`src/rtl/modinv_helper_pkg.sv`:
```
// Shared definitions for the modular-inverse helper stages: branch encoding,
// latency limits and small elaboration-time helpers.
package modinv_helper_pkg;

  typedef enum logic [2:0] {
    OP_U_EVEN = 3'd0,
    OP_V_EVEN = 3'd1,
    OP_U_GT_V = 3'd2,
    OP_V_GE_U = 3'd3,
    OP_SKIP   = 3'd4
  } op_e;

  localparam int READ_LATENCY_MIN = 1;
  localparam int READ_LATENCY_MAX = 3;

  // Number of bits needed to index 'value' distinct states.
  function automatic int clog2(input int value);
    int bits;
    bits = 0;
    while ((1 << bits) < value) bits = bits + 1;
    return bits;
  endfunction

  function automatic op_e decode_op(input logic v_eq_1, input logic u_is_even,
                                    input logic v_is_even, input logic u_gt_v);
    if (v_eq_1)    return OP_SKIP;
    if (u_is_even) return OP_U_EVEN;
    if (v_is_even) return OP_V_EVEN;
    if (u_gt_v)    return OP_U_GT_V;
    return OP_V_GE_U;
  endfunction

endpackage

```
`src/rtl/modinv_helper_addr_seq.sv`:
```
// Pass counter for word-serial helper stages: produces the read address, the
// latency-delayed write address/window and the final-cycle flag.
module modinv_helper_addr_seq
  import modinv_helper_pkg::*;
#(
  parameter int NUM_WORDS    = 9,
  parameter int READ_LATENCY = 1,
  parameter int ADDR_BITS    = 4,
  parameter int CNT_BITS     = 4
) (
  input  logic                 clk,
  input  logic                 rst,
  input  logic                 start,
  input  logic                 clear,
  output logic [CNT_BITS-1:0]  cnt,
  output logic [ADDR_BITS-1:0] rd_addr,
  output logic [ADDR_BITS-1:0] wr_addr,
  output logic                 wr_window,
  output logic                 last
);

  localparam logic [CNT_BITS-1:0] ONE      = CNT_BITS'(1);
  localparam logic [CNT_BITS-1:0] RD_LAST  = CNT_BITS'(NUM_WORDS);
  localparam logic [CNT_BITS-1:0] WR_FIRST = CNT_BITS'(READ_LATENCY + 1);
  localparam logic [CNT_BITS-1:0] LAST_CNT = CNT_BITS'(NUM_WORDS + READ_LATENCY);

  logic [CNT_BITS-1:0] cnt_q, cnt_d;

  always_comb begin
    cnt_d = cnt_q;
    if (cnt_q == '0) begin
      if (start) cnt_d = ONE;
    end else if (clear || cnt_q == LAST_CNT) begin
      cnt_d = '0;
    end else begin
      cnt_d = cnt_q + ONE;
    end
  end

  always_ff @(posedge clk or posedge rst) begin
    if (rst) cnt_q <= '0;
    else     cnt_q <= cnt_d;
  end

  // Writes trail reads by the buffer latency so each write sees its own word.
  always_comb begin
    rd_addr   = '0;
    wr_addr   = '0;
    wr_window = (cnt_q >= WR_FIRST) && (cnt_q <= LAST_CNT);
    if (cnt_q != '0 && cnt_q <= RD_LAST) rd_addr = ADDR_BITS'(cnt_q - ONE);
    if (wr_window) wr_addr = ADDR_BITS'(cnt_q - WR_FIRST);
  end

  assign cnt  = cnt_q;
  assign last = (cnt_q == LAST_CNT);

endmodule

```
`src/rtl/modinv_helper_update_engine.sv`:
```
// One binary extended-Euclid update step: streams the precomputed helper words
// back into the r/s/u/v buffers for the branch chosen at start.
module modinv_helper_update_engine
  import modinv_helper_pkg::*;
#(
  parameter int WORD_WIDTH       = 32,
  parameter int BUFFER_NUM_WORDS = 9,
  parameter int BUFFER_ADDR_BITS = 4,
  parameter int READ_LATENCY     = 1
) (
  input  logic                        clk,
  input  logic                        rst,
  input  logic                        ena,
  input  logic                        abort,
  output logic                        rdy,
  output logic                        done,
  output logic [2:0]                  op,
  input  logic                        u_gt_v,
  input  logic                        v_eq_1,
  input  logic                        u_is_even,
  input  logic                        v_is_even,
  output logic [BUFFER_ADDR_BITS-1:0] r_addr,
  output logic [BUFFER_ADDR_BITS-1:0] s_addr,
  output logic [BUFFER_ADDR_BITS-1:0] u_addr,
  output logic [BUFFER_ADDR_BITS-1:0] v_addr,
  output logic                        r_wren,
  output logic                        s_wren,
  output logic                        u_wren,
  output logic                        v_wren,
  output logic [WORD_WIDTH-1:0]       r_dout,
  output logic [WORD_WIDTH-1:0]       s_dout,
  output logic [WORD_WIDTH-1:0]       u_dout,
  output logic [WORD_WIDTH-1:0]       v_dout,
  output logic [BUFFER_ADDR_BITS-1:0] r_dbl_addr,
  output logic [BUFFER_ADDR_BITS-1:0] s_dbl_addr,
  output logic [BUFFER_ADDR_BITS-1:0] r_plus_s_addr,
  output logic [BUFFER_ADDR_BITS-1:0] u_half_addr,
  output logic [BUFFER_ADDR_BITS-1:0] v_half_addr,
  output logic [BUFFER_ADDR_BITS-1:0] u_minus_v_half_addr,
  output logic [BUFFER_ADDR_BITS-1:0] v_minus_u_half_addr,
  input  logic [WORD_WIDTH-1:0]       r_dbl_din,
  input  logic [WORD_WIDTH-1:0]       s_dbl_din,
  input  logic [WORD_WIDTH-1:0]       r_plus_s_din,
  input  logic [WORD_WIDTH-1:0]       u_half_din,
  input  logic [WORD_WIDTH-1:0]       v_half_din,
  input  logic [WORD_WIDTH-1:0]       u_minus_v_half_din,
  input  logic [WORD_WIDTH-1:0]       v_minus_u_half_din
);

  // Out-of-range latencies are pinned to the nearest supported value.
  localparam int LAT = (READ_LATENCY < READ_LATENCY_MIN) ? READ_LATENCY_MIN :
                       (READ_LATENCY > READ_LATENCY_MAX) ? READ_LATENCY_MAX : READ_LATENCY;
  localparam int CNT_RAW  = clog2(BUFFER_NUM_WORDS + LAT + 1);
  localparam int CNT_BITS = (CNT_RAW > BUFFER_ADDR_BITS) ? CNT_RAW : BUFFER_ADDR_BITS;

  logic [CNT_BITS-1:0]         cnt;
  logic [BUFFER_ADDR_BITS-1:0] rd_addr, wr_addr;
  logic                        wr_window, last, busy, start, clear, wr_go;
  op_e                         op_q, op_d;

  assign busy  = (cnt != '0);
  assign start = ena && !abort;
  assign clear = busy && (abort || op_q == OP_SKIP);

  modinv_helper_addr_seq #(
    .NUM_WORDS   (BUFFER_NUM_WORDS),
    .READ_LATENCY(LAT),
    .ADDR_BITS   (BUFFER_ADDR_BITS),
    .CNT_BITS    (CNT_BITS)
  ) u_addr_seq (
    .clk      (clk),
    .rst      (rst),
    .start    (start),
    .clear    (clear),
    .cnt      (cnt),
    .rd_addr  (rd_addr),
    .wr_addr  (wr_addr),
    .wr_window(wr_window),
    .last     (last)
  );

  // Flags are only trusted at the start edge; the branch is frozen for the pass.
  always_comb begin
    op_d = op_q;
    if (!busy && start) op_d = decode_op(v_eq_1, u_is_even, v_is_even, u_gt_v);
  end

  always_ff @(posedge clk or posedge rst) begin
    if (rst) op_q <= OP_U_EVEN;
    else     op_q <= op_d;
  end

  assign rdy   = !busy;
  assign op    = op_q;
  assign done  = busy && !abort && (op_q == OP_SKIP || last);
  assign wr_go = wr_window && !abort;

  always_comb begin
    r_wren = 1'b0;
    s_wren = 1'b0;
    u_wren = 1'b0;
    v_wren = 1'b0;
    r_dout = '0;
    s_dout = '0;
    u_dout = '0;
    v_dout = '0;
    case (op_q)
      OP_U_EVEN: begin
        u_wren = wr_go;  u_dout = u_half_din;
        s_wren = wr_go;  s_dout = s_dbl_din;
      end
      OP_V_EVEN: begin
        v_wren = wr_go;  v_dout = v_half_din;
        r_wren = wr_go;  r_dout = r_dbl_din;
      end
      OP_U_GT_V: begin
        u_wren = wr_go;  u_dout = u_minus_v_half_din;
        r_wren = wr_go;  r_dout = r_plus_s_din;
        s_wren = wr_go;  s_dout = s_dbl_din;
      end
      OP_V_GE_U: begin
        v_wren = wr_go;  v_dout = v_minus_u_half_din;
        s_wren = wr_go;  s_dout = r_plus_s_din;
        r_wren = wr_go;  r_dout = r_dbl_din;
      end
      default: ;
    endcase
  end

  assign r_addr              = wr_addr;
  assign s_addr              = wr_addr;
  assign u_addr              = wr_addr;
  assign v_addr              = wr_addr;
  assign r_dbl_addr          = rd_addr;
  assign s_dbl_addr          = rd_addr;
  assign r_plus_s_addr       = rd_addr;
  assign u_half_addr         = rd_addr;
  assign v_half_addr         = rd_addr;
  assign u_minus_v_half_addr = rd_addr;
  assign v_minus_u_half_addr = rd_addr;

endmodule

```
`config.mk`:
```
export PLATFORM = sky130hd
export DESIGN_NAME = modinv_helper_update_engine
export DESIGN_NICKNAME = d
export VERILOG_FILES = /design/src/rtl/modinv_helper_pkg.sv /design/src/rtl/modinv_helper_addr_seq.sv /design/src/rtl/modinv_helper_update_engine.sv
export SDC_FILE = /design/constraint.sdc
export NUM_CORES = 1
export LEC_CHECK = 0
export BUFFER_PORTS_ARGS = -buffer_cell sky130_fd_sc_hd__buf_2
export CORE_AREA = 2 2 159 161
export CTS_BUF_LIST = sky130_fd_sc_hd__clkbuf_8
export DETAILED_ROUTE_END_ITERATION = 7
export DIE_AREA = 0 0 161 163
export GPL_TIMING_DRIVEN = 0
export SETUP_SLACK_MARGIN = 0.5
export SLEW_MARGIN = 10
export SYNTH_ARGS = -nofsm -noshare
export SYNTH_HDL_FRONTEND = slang
export SYNTH_SLANG_ARGS = --single-unit
```
`constraint.sdc`:
```
create_clock -name clk -period 5 [get_ports clk]
set_clock_uncertainty 0.15 [all_clocks]
set_input_delay 0.75 -clock clk [delete_from_list [all_inputs] [get_ports clk]]
set_output_delay 0.75 -clock clk [all_outputs]
set_load 0.005 [all_outputs]
```
# After elaboration in Yosys (flattened, before gate mapping)
# Index checks and enable logic that the tools add are counted.
# word_totals
wordCells	69
regBits	7
input_bits	232
# classes
reduce_logical	20
mux	35
n_addsub	3
n_eq_ne	6
magnitude_cmp	3
# ops
operator	n
case mux 32 bit (2 select lines)	4
two-way mux 3 bit	8
two-way mux 4 bit	5
two-way mux 1 bit	18
less-or-equal comparator 4 bit (second input constant)	2
logical AND 1 bit	8
== test 3 x 2 -> 1 bit (second input constant)	2
OR reduction 3 bit	2
adder 4 x 1 -> 4 bit (second input constant)	1
== test 4 bit (second input constant)	1
greater-or-equal comparator 4 x 2 -> 1 bit (second input constant)	1
logical NOT 4 bit	1
nonzero test 4 bit	1
OR reduction 2 bit	2
subtractor 4 x 1 -> 4 bit (second input constant)	1
subtractor 4 x 2 -> 4 bit (second input constant)	1
== test 3 x 1 -> 1 bit (second input constant)	1
== test 3 bit (second input constant)	1
logical NOT 3 bit	1
logical OR 1 bit	3
logical NOT 1 bit	2
inequality test 2 bit (second input constant)	1

# Longest topological paths before layout
# logic_depth
ltp_word	17
depth_mapped	6
mapped_depth_nobuf	5

# Cells and area by module
# From an unflattened synthesis, not the netlist that was laid out.
# hier_totals
hier_cells	341
hier_area_um2	2633.8
# modules_own_cells
module	area_per_inst_um2	seq_area_each_um2	cells_per_inst	n_inst
modinv_helper_update_engine	2180.8	75.1	290	1
modinv_helper_addr_seq	452.9	100.1	51	1

# Least setup slack after synthesis
# OpenSTA, ideal clock, no wires.
# synth_path
kind	flip-flop to output port
from	register u_addr_seq.cnt_q[1], in the netlist u_addr_seq.cnt[1]
to	output r_plus_s_addr[2]
setup_slack_ps	2390
n_path_buf	1
path_stages_with_launch	7
arrival_ps	1710
cell_sequence	dfrtp_1 > inv_1 > ha_1 > nor3b_4 > a21o_1 > nor2_1 > buf_4
# synth_between
elab_chain_len	3
word_cells_on_any_way	5
# synth_lines
item	line_no	source
from (decl)	modinv_helper_addr_seq.sv:27	logic [CNT_BITS-1:0] cnt_q, cnt_d;
from (signal assigned)	modinv_helper_addr_seq.sv:42	else cnt_q <= cnt_d;
less-or-equal comparator 4 bit / nonzero test 4 bit (equally long branches)	modinv_helper_addr_seq.sv:50	if (cnt_q != '0 && cnt_q <= RD_LAST) rd_addr = ADDR_BITS'(cnt_q - ONE);
logical AND 1 bit	modinv_helper_addr_seq.sv:50	
two-way mux 4 bit *	modinv_helper_addr_seq.sv:50	
to (decl)	modinv_helper_update_engine.sv:36	output logic [BUFFER_ADDR_BITS-1:0] r_plus_s_addr,
# Every way passes the cells marked *; elsewhere a longest branch is shown, timed or not.

# Final worst setup path
# layout_path
from	register op_q[2], in the netlist op[2]
to	output s_dout[19]
# layout_between
elab_chain_len	3
word_cells_on_any_way	5
# layout_lines
item	line_no	source
from (decl)	modinv_helper_update_engine.sv:59	op_e op_q, op_d;
from (signal assigned)	modinv_helper_update_engine.sv:90	else op_q <= op_d;
== test 3 x 2 -> 1 bit / logical NOT 3 bit (equally long branches)	modinv_helper_update_engine.sv:107	case (op_q)
OR reduction 2 bit (no line)	n/a	
case mux 32 bit (2 select lines) *	modinv_helper_update_engine.sv:107	
to (decl)	modinv_helper_update_engine.sv:31	output logic [WORD_WIDTH-1:0] s_dout,
# Marks and branches as above.

==> results.tsv <==
metric	value	unit
CTS H-tree lvls	1	
reg-to-reg slack, setup	2.95	ns
placed insts	1043	
commonest non-fill, non-tap cells in the layout	417 x buf_2, 96 x a22o_1, 44 x buf_4	
routability cong.	0.837	
Avg WL per Cell	15.3	µm
Hold Buf Count CTS	0	
Top Ports	413	
ys flop type	dfrtp_1	
CORE AREA	0.0247	mm²
pin count of the biggest net entering global routing	11	
Layout Utilization	0.201	
total CTS buffers	3	
HPWL Detailed	14000	µm
gr ovfl total	0	
unrepaired setup endpoints after global routing	no	
Max-slew headroom	0.486	
Static Leakage	2.92	nW
root buffer cell	clkbuf_8	
via count	4091	
share of cells above drive strength 1	0.665	
Vias/cell	3.90	
Residual DRC	0	
Fin Setup TNS	0	ns
Worst Path Arrival	2.42	ns
setup violators final	0	
Final Non-Filler Cells	1048	
Post-CTS Setup Inserts	0	
clock latency on the worst-skew pair	0.22	ns
post-route ant nets	0	
Resized Gates After CTS	0	
worst setup path class	reg -> out	
initial antenna violation count	2	
Max-Cap Viols	0	
number of global-route vias before repair	3535	
EDFF count, synth	0	
status	completed	
pwr dens	496	mW/mm²
RR Endpoint	op[2]$_DFFE_PP0P_	
Hold WC Path Type	in -> async	
CTS tree	done	
sequential fraction of the synthesis area	0.0718	
Worst R2R Start	u_addr_seq.cnt[1]$_DFFE_PP0P_	
Seq cells post-synth	7	
Port Buffer Count	411	
# rows	58	
Crit. End Element	output port	
Final min period	3.32	ns
worst slew pin tran	0.768	ns
synthesized instance count	302	
iteration-0 DRC count of the detailed router	121	
Max Fclk	301	MHz
FF-to-FF path depth	5	
CTS Buffer Depth	2	
fin nets	959	
max-slew violations	0	
critical path peak fanout	10	
Worst-path clk slew	0.04	ns
CP endpoint	s_dout[19]	
Final Cycle Share	0.664	
worst IR drop on VDD	0.000240	V
Yosys warning count	0	
Die W	161	µm
Pre-Repair DR Iteration Count	4	
starting density of the core	0.0988	
final hold vios	0	
Die H	163	µm
count of different cell masters after synthesis	36	
Clock Sinks	7	
CP required	4.10	ns
CP Launch Point	op[2]$_DFFE_PP0P_	
Async S/R FF share, synth	1.00	
first-pass GRT wire length	21100	µm
syn_area_per_cell	8.07	µm²
Mapped Area	0.00244	mm²
Total GRT Usage	0.105	
Worst Setup Start Kind	flip-flop	
Mapped Nets	543	
Area Growth Syn to Fin	103	%
most common cell after layout, fill and taps aside	buf_2	
Post-Route WL	16000	µm
die area	0.0262	mm²
worst max-delay path, cell delays in order (launching register included):
cell and delay [ns]:
dfrtp_1 0.48, nor2_1 0.63, clkbuf_1 0.64, a22o_1 0.30, buf_2 0.13
state kept, by name, summed over array words and instances, names as in the netlist:
| name | flops |
|---|---|
| u_addr_seq.cnt | 4 |
| op | 3 |
logic make-up (layout without fill, tap and decap cells):
kind of cell             count (synthesis)  in the layout  synth area share
buffers and inverters                   74            489             0.194
flip-flops                               7              7            0.0718
AO/OA/AOI/OAI                          108            108             0.395
multiplexers                            35             35             0.148
XOR/XNOR                                 4              4            0.0144
other                                    0              1                 0
AND/OR/NAND/NOR                         65             65             0.131
adder cells (fa/ha/maj)                  9              9            0.0462
where the power goes:
group	switching (mW)	total, mW	internal (mW)
Clock	0.0242	0.0773	0.0530
Sequential	0.0466	0.122	0.0758
Combinational	1.07	2.26	1.19
stage by stage:
stage	instance area [µm²]	total power [mW]	hold slack, ns	setup slack, ns
after global routing	4960	2.67	0.344	1.46
after CTS	4950	2.49	0.316	1.58
after global placement	4910	2.39	0.518	1.92
after floorplan	2440	1.40	0.403	2.39
after detailed placement	4910	2.40	0.518	1.83
final	4960	2.46	0.312	1.68
cell type report:
cell class	instances	area, µm²
inverter	7	26.3
tap	330	413
fill	2806	19700
sequential	7	175
clock inverter	1	3.75
antenna	1	2.50
clock buffer	3	41.3
multi-input combinational	221	1790
buffer	67	447
timing repair buffer	411	2060
how the worst min path moves through the flow:
stage / startpoint / to / slack [ns]
after floorplan: rst / op[0]$_DFFE_PP0P_ / 0.40
after global placement: u_addr_seq.cnt[0]$_DFFE_PP0P_ / u_addr_seq.cnt[0]$_DFFE_PP0P_ / 0.52
after detailed placement: u_addr_seq.cnt[0]$_DFFE_PP0P_ / u_addr_seq.cnt[0]$_DFFE_PP0P_ / 0.52
after CTS: rst / u_addr_seq.cnt[0]$_DFFE_PP0P_ / 0.32
after global routing: rst / op[1]$_DFFE_PP0P_ / 0.34
final: rst / u_addr_seq.cnt[0]$_DFFE_PP0P_ / 0.31
metal layers:
| layer | vias to the layer above | wire length, µm | global-route usage |
|---|---|---|---|
| li1 | 1942 | - | - |
| met1 | 1823 | 6370 | 0.130 |
| met2 | 290 | 7730 | 0.184 |
| met3 | 34 | 1240 | 0.0171 |
| met4 | 2 | 643 | 0.0418 |
| met5 | - | 13 | 0 |
cell usage after synthesis, types with 2 or more instances:
master | number | area share
a22o_1 | 96 | 0.34
buf_4 | 44 | 0.14
nor2_1 | 40 | 0.062
mux2i_1 | 33 | 0.14
clkbuf_1 | 14 | 0.022
ha_1 | 9 | 0.046
dfrtp_1 | 7 | 0.072
buf_2 | 6 | 0.012
nor3_1 | 6 | 0.012
inv_1 | 5 | 0.0077
nand2b_1 | 4 | 0.010
buf_6 | 3 | 0.014
o21ai_0 | 3 | 0.0062
xnor2_1 | 3 | 0.011
and2_1 | 2 | 0.0051
inv_2 | 2 | 0.0031
mux2_4 | 2 | 0.012
nor2b_1 | 2 | 0.0051
nor4_1 | 2 | 0.0051
nor4b_1 | 2 | 0.0072
o41ai_2 | 2 | 0.013
(Power assumes the default switching activity.)
